## src/rtl/ysyx_24100012_csr_file.sv

```systemverilog
// Machine-mode CSR storage: combinational old-value read, one-edge writeback,
// ecall/mret trap stacking and a free-running 64-bit mcycle counter.
module ysyx_24100012_csr_file #(
  parameter int                    DATA_WIDTH  = 32,
  parameter int                    ADDR_WIDTH  = 12,
  parameter logic [DATA_WIDTH-1:0] MVENDORID   = 32'h79737978,
  parameter logic [DATA_WIDTH-1:0] MARCHID     = 32'h016F9A7C,
  parameter logic [DATA_WIDTH-1:0] MSTATUS_RST = 32'h00001800
) (
  input  logic                  clk,
  input  logic                  rst,
  input  logic [ADDR_WIDTH-1:0] csr_addr,
  input  logic                  csr_ren,
  output logic [DATA_WIDTH-1:0] csr_rdata,
  input  logic                  csr_wen,
  input  logic [DATA_WIDTH-1:0] csr_wdata,
  output logic                  csr_illegal,
  input  logic                  ecall,
  input  logic                  mret,
  input  logic [DATA_WIDTH-1:0] pc,
  output logic [DATA_WIDTH-1:0] trap_pc,
  output logic [DATA_WIDTH-1:0] ret_pc
);
  localparam logic [ADDR_WIDTH-1:0] A_MSTATUS  = 12'h300;
  localparam logic [ADDR_WIDTH-1:0] A_MTVEC    = 12'h305;
  localparam logic [ADDR_WIDTH-1:0] A_MSCRATCH = 12'h340;
  localparam logic [ADDR_WIDTH-1:0] A_MEPC     = 12'h341;
  localparam logic [ADDR_WIDTH-1:0] A_MCAUSE   = 12'h342;
  localparam logic [ADDR_WIDTH-1:0] A_MCYCLE   = 12'hB00;
  localparam logic [ADDR_WIDTH-1:0] A_MCYCLEH  = 12'hB80;
  localparam logic [ADDR_WIDTH-1:0] A_MVENDOR  = 12'hF11;
  localparam logic [ADDR_WIDTH-1:0] A_MARCHID  = 12'hF12;
  localparam logic [DATA_WIDTH-1:0] MS_MASK    = 32'h00001888;
  localparam logic [DATA_WIDTH-1:0] ALIGN4     = ~32'h3;

  logic [DATA_WIDTH-1:0]   mstatus, mtvec, mscratch, mepc, mcause;
  logic [DATA_WIDTH-1:0]   mstatus_n, mtvec_n, mscratch_n, mepc_n, mcause_n;
  logic [2*DATA_WIDTH-1:0] mcycle, mcycle_n;
  logic                    known, ro, wr;
  logic [DATA_WIDTH-1:0]   cyc_lo_inc;

  always_comb begin
    csr_rdata = '0;
    known     = 1'b1;
    ro        = 1'b0;
    case (csr_addr)
      A_MSTATUS:  csr_rdata = mstatus;
      A_MTVEC:    csr_rdata = mtvec;
      A_MSCRATCH: csr_rdata = mscratch;
      A_MEPC:     csr_rdata = mepc;
      A_MCAUSE:   csr_rdata = mcause;
      A_MCYCLE:   csr_rdata = mcycle[DATA_WIDTH-1:0];
      A_MCYCLEH:  csr_rdata = mcycle[2*DATA_WIDTH-1:DATA_WIDTH];
      A_MVENDOR:  begin csr_rdata = MVENDORID; ro = 1'b1; end
      A_MARCHID:  begin csr_rdata = MARCHID;   ro = 1'b1; end
      default:    known = 1'b0;
    endcase
  end

  assign csr_illegal = ((csr_ren | csr_wen) & ~known) | (csr_wen & ro);
  assign wr          = csr_wen & known & ~ro;
  assign trap_pc     = mtvec;
  assign ret_pc      = mepc;
  assign cyc_lo_inc  = mcycle[DATA_WIDTH-1:0] + 1'b1;

  // ecall beats mret beats the CSR write on every field the events touch.
  always_comb begin
    mstatus_n  = mstatus;
    mtvec_n    = mtvec;
    mscratch_n = mscratch;
    mepc_n     = mepc;
    mcause_n   = mcause;
    mcycle_n   = mcycle + 1'b1;
    if (wr) begin
      case (csr_addr)
        A_MSTATUS:  mstatus_n  = (mstatus & ~MS_MASK) | (csr_wdata & MS_MASK);
        A_MTVEC:    mtvec_n    = csr_wdata & ALIGN4;
        A_MSCRATCH: mscratch_n = csr_wdata;
        A_MEPC:     mepc_n     = csr_wdata & ALIGN4;
        A_MCAUSE:   mcause_n   = csr_wdata;
        A_MCYCLE:   mcycle_n   = {mcycle[2*DATA_WIDTH-1:DATA_WIDTH], csr_wdata};
        A_MCYCLEH:  mcycle_n   = {csr_wdata, cyc_lo_inc};
        default:    ;
      endcase
    end
    if (ecall) begin
      mstatus_n[7]     = mstatus[3];
      mstatus_n[3]     = 1'b0;
      mstatus_n[12:11] = 2'b11;
      mepc_n           = pc & ALIGN4;
      mcause_n         = DATA_WIDTH'(11);
    end else if (mret) begin
      mstatus_n[3]     = mstatus[7];
      mstatus_n[7]     = 1'b1;
      mstatus_n[12:11] = 2'b11;
    end
  end

  always_ff @(posedge clk or negedge rst) begin
    if (!rst) begin
      mstatus  <= MSTATUS_RST;
      mtvec    <= '0;
      mscratch <= '0;
      mepc     <= '0;
      mcause   <= '0;
      mcycle   <= '0;
    end else begin
      mstatus  <= mstatus_n;
      mtvec    <= mtvec_n;
      mscratch <= mscratch_n;
      mepc     <= mepc_n;
      mcause   <= mcause_n;
      mcycle   <= mcycle_n;
    end
  end
endmodule

```

## config.mk

```make
export PLATFORM = sky130hd
export DESIGN_NAME = ysyx_24100012_csr_file
export DESIGN_NICKNAME = d
export VERILOG_FILES = /design/src/rtl/ysyx_24100012_csr_file.sv
export SDC_FILE = /design/constraint.sdc
export NUM_CORES = 1
export LEC_CHECK = 0
export CAP_MARGIN = 20
export CORE_MARGIN = 1
export CORE_UTILIZATION = 30
export CTS_CLUSTER_DIAMETER = 120
export CTS_CLUSTER_SIZE = 30
export DETAILED_ROUTE_END_ITERATION = 8
export PLACE_DENSITY = 0.57
export SETUP_SLACK_MARGIN = 0.02
export SLEW_MARGIN = 0
export SYNTH_ARGS = -nofsm -noshare
export SYNTH_HDL_FRONTEND = slang
export SYNTH_SLANG_ARGS = --single-unit
```

## constraint.sdc

```tcl
create_clock -name clk -period 3.19 [get_ports clk]
set_input_delay 0.319 -clock clk [delete_from_list [all_inputs] [get_ports clk]]
set_output_delay 0.319 -clock clk [all_outputs]
set_load 0.05 [all_outputs]
```

==> results.py, run 1 <==
metrics = {
    "place": {
        "placed_area_um2": 13700,
        "post-place-cells": 1730,
        "dpl.hpwl_mm": 29.7,
        "place.gp.congestion": 0.888,
        "pre_cts_ws_ns": -0.0509,
        "portBuffers": 172,
    },
    "sta": {
        "grt_setup_unrepaired": "true",
        "period_needed_ns": 3.13,
        "setup_viol": 0,
        "timing.final.ws_setup_ns": 0.0589,
        "finalHoldViolCount": 0,
        "setup_tns_ns": 0,
        "clock-skew-final_ns": 0.00819,
        "drv_slew": 0,
        "fmax_ghz": 0.319,
        "timing.final.crit_share": 0.982,
        "slew_headroom": 0.479,
        "tightest_slew_ns": 0.781,
    },
    "cts": {
        "cts.sinks": 192,
        "clock_latency_ns": 0.45,
        "clk_pin_slew_ns": 0.08,
        "cts_buffers": 17,
        "cts_root_buf": "clkbuf_16",
        "clockBufferDepth": 2,
        "cts_tree": "done",
        "cts_max_level": 4,
    },
    "floorplanning": {
        "ios": 179,
        "core_um2": 35500,
        "initial_core_util": 0.304,
        "die-area_um2": 36700,
        "die_w_um": 191,
        "die_h_um": 191,
        "fp-row-count": 69,
    },
    "logic_synthesis": {
        "avgSynthCellArea_um2": 9.58,
        "ys_warn_count": 0,
        "ys_top_cells_by_area": "dfrtp_1, nand2_1, mux2_2, mux2i_1, a22oi_1",
        "synth.distinct_cells": 60,
        "synth-edff-count": 0,
        "synth_cells": 1124,
        "ys_ff_latch": 192,
        "ys_async_sr_fraction": 1.00,
        "synth_area_leader_cell": "dfrtp_1",
        "syn_area_um2": 10800,
        "synthFlopType": "dfrtp_1",
        "ys_seq_area_frac": 0.446,
        "yosysTopAreaCellShare": 0.441,
    },
    "cells_and_area": {
        "syn_to_final_growth_pct": 34.1,
        "nNetsFinal": 1377,
        "final_area_um2": 14400,
        "layout-drive-gt1-share": 0.168,
        "finalNonFillerCells": 1769,
        "fin_util": 0.407,
    },
    "power": {
        "comb_power_share": 0.120,
        "vdd_drop_max_uv": 296,
        "switchingPower_mw": 1.62,
        "p_leak_nw": 5.87,
        "clkPwrFrac": 0.394,
        "p_seq_frac": 0.486,
        "p_int_mw": 3.80,
        "powerDensity_nw_per_um2": 375,
        "swShare": 0.298,
    },
    "setup_path": {
        "reg2reg_depth": 5,
        "r2r_slack_ns": 0.52,
        "required_ns": 2.87,
        "worstSetupEndpointType": "output pin",
        "r2r-end": "mcycle[58]",
        "reg2reg_from": "mcycle[31]",
        "cp-startpoint": "csr_addr[11]",
        "worstPathMaxFanout": 15,
        "critPathKind": "in2out",
        "worst_setup_path_start_kind": "primary input",
        "cp.arrival_ns": 2.81,
    },
    "routing": {
        "viasPerCell": 5.67,
        "ant_nets": 0,
        "via_count": 10022,
        "routed_wl_mm": 41.3,
        "drt-pass1-iter-count": 6,
        "drc": 0,
        "wl_per_cell_um": 23.4,
        "drt_iter0_drc": 937,
    },
    "min_path": {
        "min_path_type": "in2reg",
        "min_to": "ret_pc[2]",
        "min-delay-start": "ecall",
        "hold-path-cell-count": 3,
    },
    "run_status": {
        "status": "complete, no violations",
    },
    "global_routing": {
        "grt_max_degree": 92,
        "antenna_found_initial": 0,
        "grt_use_total": 0.226,
        "grt_pass1_vias": 9591,
        "grt_pass1_wl_mm": 61.1,
        "overflow": 0,
    },
    "run": {
        "max_cap_viol_count": 0,
    },
}
worst max path at each step:
stage | endpoint | slack [ns]
finish | csr_rdata[24] | 0.06
global route | csr_rdata[29] | 0.02
CTS | csr_rdata[8] | 0.05
detailed placement | csr_rdata[8] | -0.05
global placement | csr_rdata[8] | 0.003
floorplan | csr_rdata[7] | 0.26
per-stage QoR:
stage          total power, mW  hold WS [ns]
6_report                  5.42         0.375
5_1_grt                   5.59         0.417
4_1_cts                   5.45         0.378
3_5_place_dp              3.32         0.452
3_3_place_gp              3.32         0.446
2_1_floorplan             2.94        0.0234
timing repair:
| item | CTS | global route |
|---|---|---|
| pin swaps | 0 | 1 |
| endpoints found under the setup margin | 22 | 17 |
| resized for setup | 1 | 12 |
| endpoints found under the hold margin | 77 | 0 |
| buffers inserted | 0 | 2 |
| gates cloned | 0 | 3 |
| hold buffers | 1 | 0 |
synth_stat cells (21+ instances only):
library cell  instances
nor4_1               27
a21oi_1              51
buf_2                27
mux2i_1              54
mux2_1               25
o21ai_1              46
a221oi_1             27
nand2_1             178
nand3_1              55
xnor2_1              23
a22oi_1              41
clkbuf_1             60
mux2_2               54
dfrtp_1             190
nor2_1               39
nand4_1              21
state kept, by name (all words and copies together), names as in the netlist:
register	count
mcause	32
mcycle	64
mscratch	32
mstatus	4
ret_pc	30
trap_pc	30
per-layer routing:
layer  global-route usage  vias up  part of all wire
met5                    0        -                 0
met4               0.0635        0             0.021
met3               0.0536       53             0.076
met2                0.351      430              0.47
met1                0.311     5034              0.44
li1                     -     4505                 -
kinds of logic after synthesis:
| logic type | share of synthesized area |
|---|---|
| buffers and inverters | 0.0415 |
| other | 0.000348 |
| xor gates and xnor gates | 0.0252 |
| DFF | 0.446 |
| muxes | 0.133 |
| and+or+nand+nor | 0.212 |
| AOI/OAI and AO/OA | 0.140 |
| adders and majority gates | 0.00209 |
power groups by stage:
| stage | combinational [mW] | clock, mW | sequential, mW |
|---|---|---|---|
| 3_5_place_dp | 0.649 | 0 | 2.67 |
| 3_3_place_gp | 0.645 | 0 | 2.67 |
| 5_1_grt | 0.697 | 2.25 | 2.64 |
| 4_1_cts | 0.652 | 2.17 | 2.63 |
| 2_1_floorplan | 0.181 | 0 | 2.76 |
| 6_report | 0.651 | 2.13 | 2.63 |
placed cells by master, fill, tap and decap left out, drive strengths merged, types with 10 or more instances in the layout:
master	count
dfrtp	190
and3	10
a221o	13
mux2	79
nand4	22
a221oi	27
o21ai	48
nor4	31
a21oi	51
and4	14
nor2	39
inv	20
clkdlybuf4s50	135
clkbuf	21
xnor2	23
nand3	55
or4	15
nor3	21
nand2	178
nand2b	17
mux2i	54
a222oi	18
buf	100
a22oi	41
cell type report:
class / count / area (um^2)
well taps: 461 / 577
flip-flops and latches: 192 / 4810
fillers: 3436 / 21000
clock buffers: 17 / 425
clock inverters: 15 / 144
repair buffers: 242 / 2810
diodes: 1 / 2.50
inverters: 10 / 37.5
multi-input cells: 831 / 5640
critical path: stages:
cell and delay [ns]:
clkdlybuf4s50_1 0.54, or4_4 0.55, or2_2 0.37, nor3_4 0.24
buf_4 0.17, buf_6 0.20, a22oi_1 0.10, nand3_1 0.15
buf_12 0.16
Power figures use the tool's default switching activity.
==> run 2: changes to the inputs <==
==> constraint.sdc (replaced) <==
create_clock -name clk -period 3.19 [get_ports clk]
set_input_delay 0.7975 -clock clk [delete_from_list [all_inputs] [get_ports clk]]
set_output_delay 0.7975 -clock clk [all_outputs]
set_load 0.02 [all_outputs]
==> run 2 against run 1 <==
  * The flow now finishes with violations (negative setup slack)
  * Clock skew increased by 0.0017 ns
  * Final area is 3.9% higher
  * Clock power up 9.4%
  * Sequential share of layout area fell by 1.2 points
  * Critical path type unchanged
==> results.py, run 2 (same netlist as run 1, synthesis figures left out) <==
metrics = {
    "global_routing": {
        "overflow": 0,
        "antenna_found_initial": 2,
        "grt_pass1_vias": 10062,
        "grt_pass1_wl_mm": 65.3,
        "grt_max_degree": 81,
        "grt_use_total": 0.244,
    },
    "setup_path": {
        "worstSetupEndpointType": "output pin",
        "r2r_slack_ns": 0.38,
        "worst_setup_path_start_kind": "primary input",
        "reg2reg_from": "mcycle[28]",
        "cpLargestDelayFamily": "simple AND/OR/NAND/NOR gates",
        "cp_common_cell": "buf_6",
        "r2r-end": "mcycle[58]",
        "reg2reg_depth": 5,
        "worstPathMaxFanout": 6,
        "crit_buf_inv": 5,
        "critPathMaxStageDelay_ns": 0.55,
        "slowest_stage": "or4_4",
        "cp.arrival_ns": 2.87,
        "required_ns": 2.39,
        "critPathKind": "in2out",
        "crit_path_cell_trace": "buf_6 > or4_4 > or4_4 > nor3_4 > buf_6 > buf_8 > buf_6 > a22oi_2 > nand3_2 > buf_6",
        "crit_cells": 10,
    },
    "cells_and_area": {
        "nNetsFinal": 1436,
        "reg_top3": "mcycle: 64 flops, mcause: 32 flops, mscratch: 32 flops",
        "syn_to_final_growth_pct": 39.3,
        "mostFrequentLayoutCell": "dfrtp_1",
        "nFillCells": 3352,
        "diodes": 0,
        "final_area_um2": 15000,
        "fin_util": 0.423,
        "largest-register": "mcycle",
        "finalNonFillerCells": 1827,
        "final_cell_mix": "dfrtp_1, nand2_1, clkdlybuf4s50_1",
        "layout-drive-gt1-share": 0.244,
        "largest_reg_flops": 64,
    },
    "cts": {
        "clock_latency_ns": 0.45,
        "cts_max_level": 4,
        "cts_buffers": 17,
        "clockBufferDepth": 2,
        "clk_pin_slew_ns": 0.07,
        "cts_tree": "done",
        "cts_root_buf": "clkbuf_16",
        "cts.sinks": 192,
    },
    "run_status": {
        "status": "finished with violations",
        "violations": "negative setup slack",
    },
    "sta": {
        "setup_viol": 32,
        "tightest_slew_ns": 0.829,
        "period_needed_ns": 3.67,
        "finalHoldViolCount": 0,
        "slew_headroom": 0.448,
        "grt_setup_unrepaired": "true",
        "drv_slew": 0,
        "clock-skew-final_ns": 0.00987,
        "timing.final.crit_share": 1.15,
        "timing.final.ws_setup_ns": -0.475,
        "fmax_ghz": 0.273,
    },
    "power": {
        "powerDensity_nw_per_um2": 371,
        "p_leak_nw": 6.27,
        "vdd_drop_max_uv": 283,
    },
    "place": {
        "post-place-cells": 1771,
        "portBuffers": 172,
        "placed_area_um2": 14000,
        "dpl.hpwl_mm": 31.4,
        "place.gp.congestion": 0.914,
    },
    "floorplanning": {
        "core_um2": 35500,
        "ios": 179,
        "initial_core_util": 0.304,
        "die_h_um": 191,
        "die-area_um2": 36700,
        "fp-row-count": 69,
        "die_w_um": 191,
    },
    "min_path": {
        "min_path_type": "in2async",
    },
    "routing": {
        "routed_wl_mm": 44.2,
        "via_count": 10380,
        "viasPerCell": 5.68,
        "drt_iter0_drc": 1163,
        "drt-pass1-iter-count": 5,
        "ant_nets": 0,
        "wl_per_cell_um": 24.2,
        "drc": 0,
    },
    "run": {
        "max_cap_viol_count": 0,
    },
}
==> run 2: where the power goes <==
part / switching, mW / internal (mW)
sequential: 0.135 / 2.51
clock: 1.01 / 1.32
combinational: 0.322 / 0.263
total: 1.47 / 4.09
==> run 2: worst max-delay path by stage <==
stage / startpoint / end / slack, ns
finish: csr_addr[1] / csr_rdata[22] / -0.48
global route: csr_addr[1] / csr_rdata[13] / -0.53
CTS: csr_addr[1] / csr_rdata[2] / -0.49
detailed placement: csr_addr[2] / csr_rdata[21] / -1.31
global placement: csr_addr[0] / csr_rdata[21] / -1.28
floorplan: csr_addr[0] / csr_rdata[14] / -0.29
==> run 2: layout make-up <==
cell class                      instances  area (um^2)  area share
Clock buffer                           19          433      0.0289
Clock inverter                         13          186      0.0124
Inverter                               10         37.5     0.00250
Multi-Input combinational cell        831         5840       0.389
Sequential cell                       192         4810       0.320
Tap cell                              461          577      0.0384
Timing Repair Buffer                  301         3120       0.208
==> run 2: through the flow <==
step	TNS, ns	total power [mW]	worst slack (ns)	hold WS (ns)
final	-13.35	5.56	-0.475	0.329
after global routing	-15.30	5.73	-0.535	0.357
after CTS	-11.96	5.57	-0.492	0.354
after detailed placement	-84.47	3.27	-1.31	0.475
after global placement	-82.67	3.26	-1.28	0.463
after floorplan	-8.58	2.86	-0.287	0.454
==> run 2: metal layers <==
| layer | track usage | wire length [um] | vias to the layer above |
|---|---|---|---|
| met1 | 0.339 | 19400 | 5261 |
| met3 | 0.0408 | 2860 | 71 |
| met2 | 0.381 | 20800 | 426 |
| li1 | - | - | 4622 |
| met4 | 0.0821 | 1130 | 0 |
| met5 | 0 | 0 | - |
==> run 2: worst reg2reg max path: stages, from the launching register on <==
cell     delay, ns
dfrtp_1       0.51
nand3_1       0.25
or4_1         0.72
or4_4         0.65
or4_1         0.52
nand3_1       0.10
==> run 2: repair_timing <==
action                     CTS  global route
hold buffers                 0             0
cloned                       5             0
setup endpoints to repair   33            33
gates resized for setup    277            20
pin swaps                   21            11
setup buffers               17             5
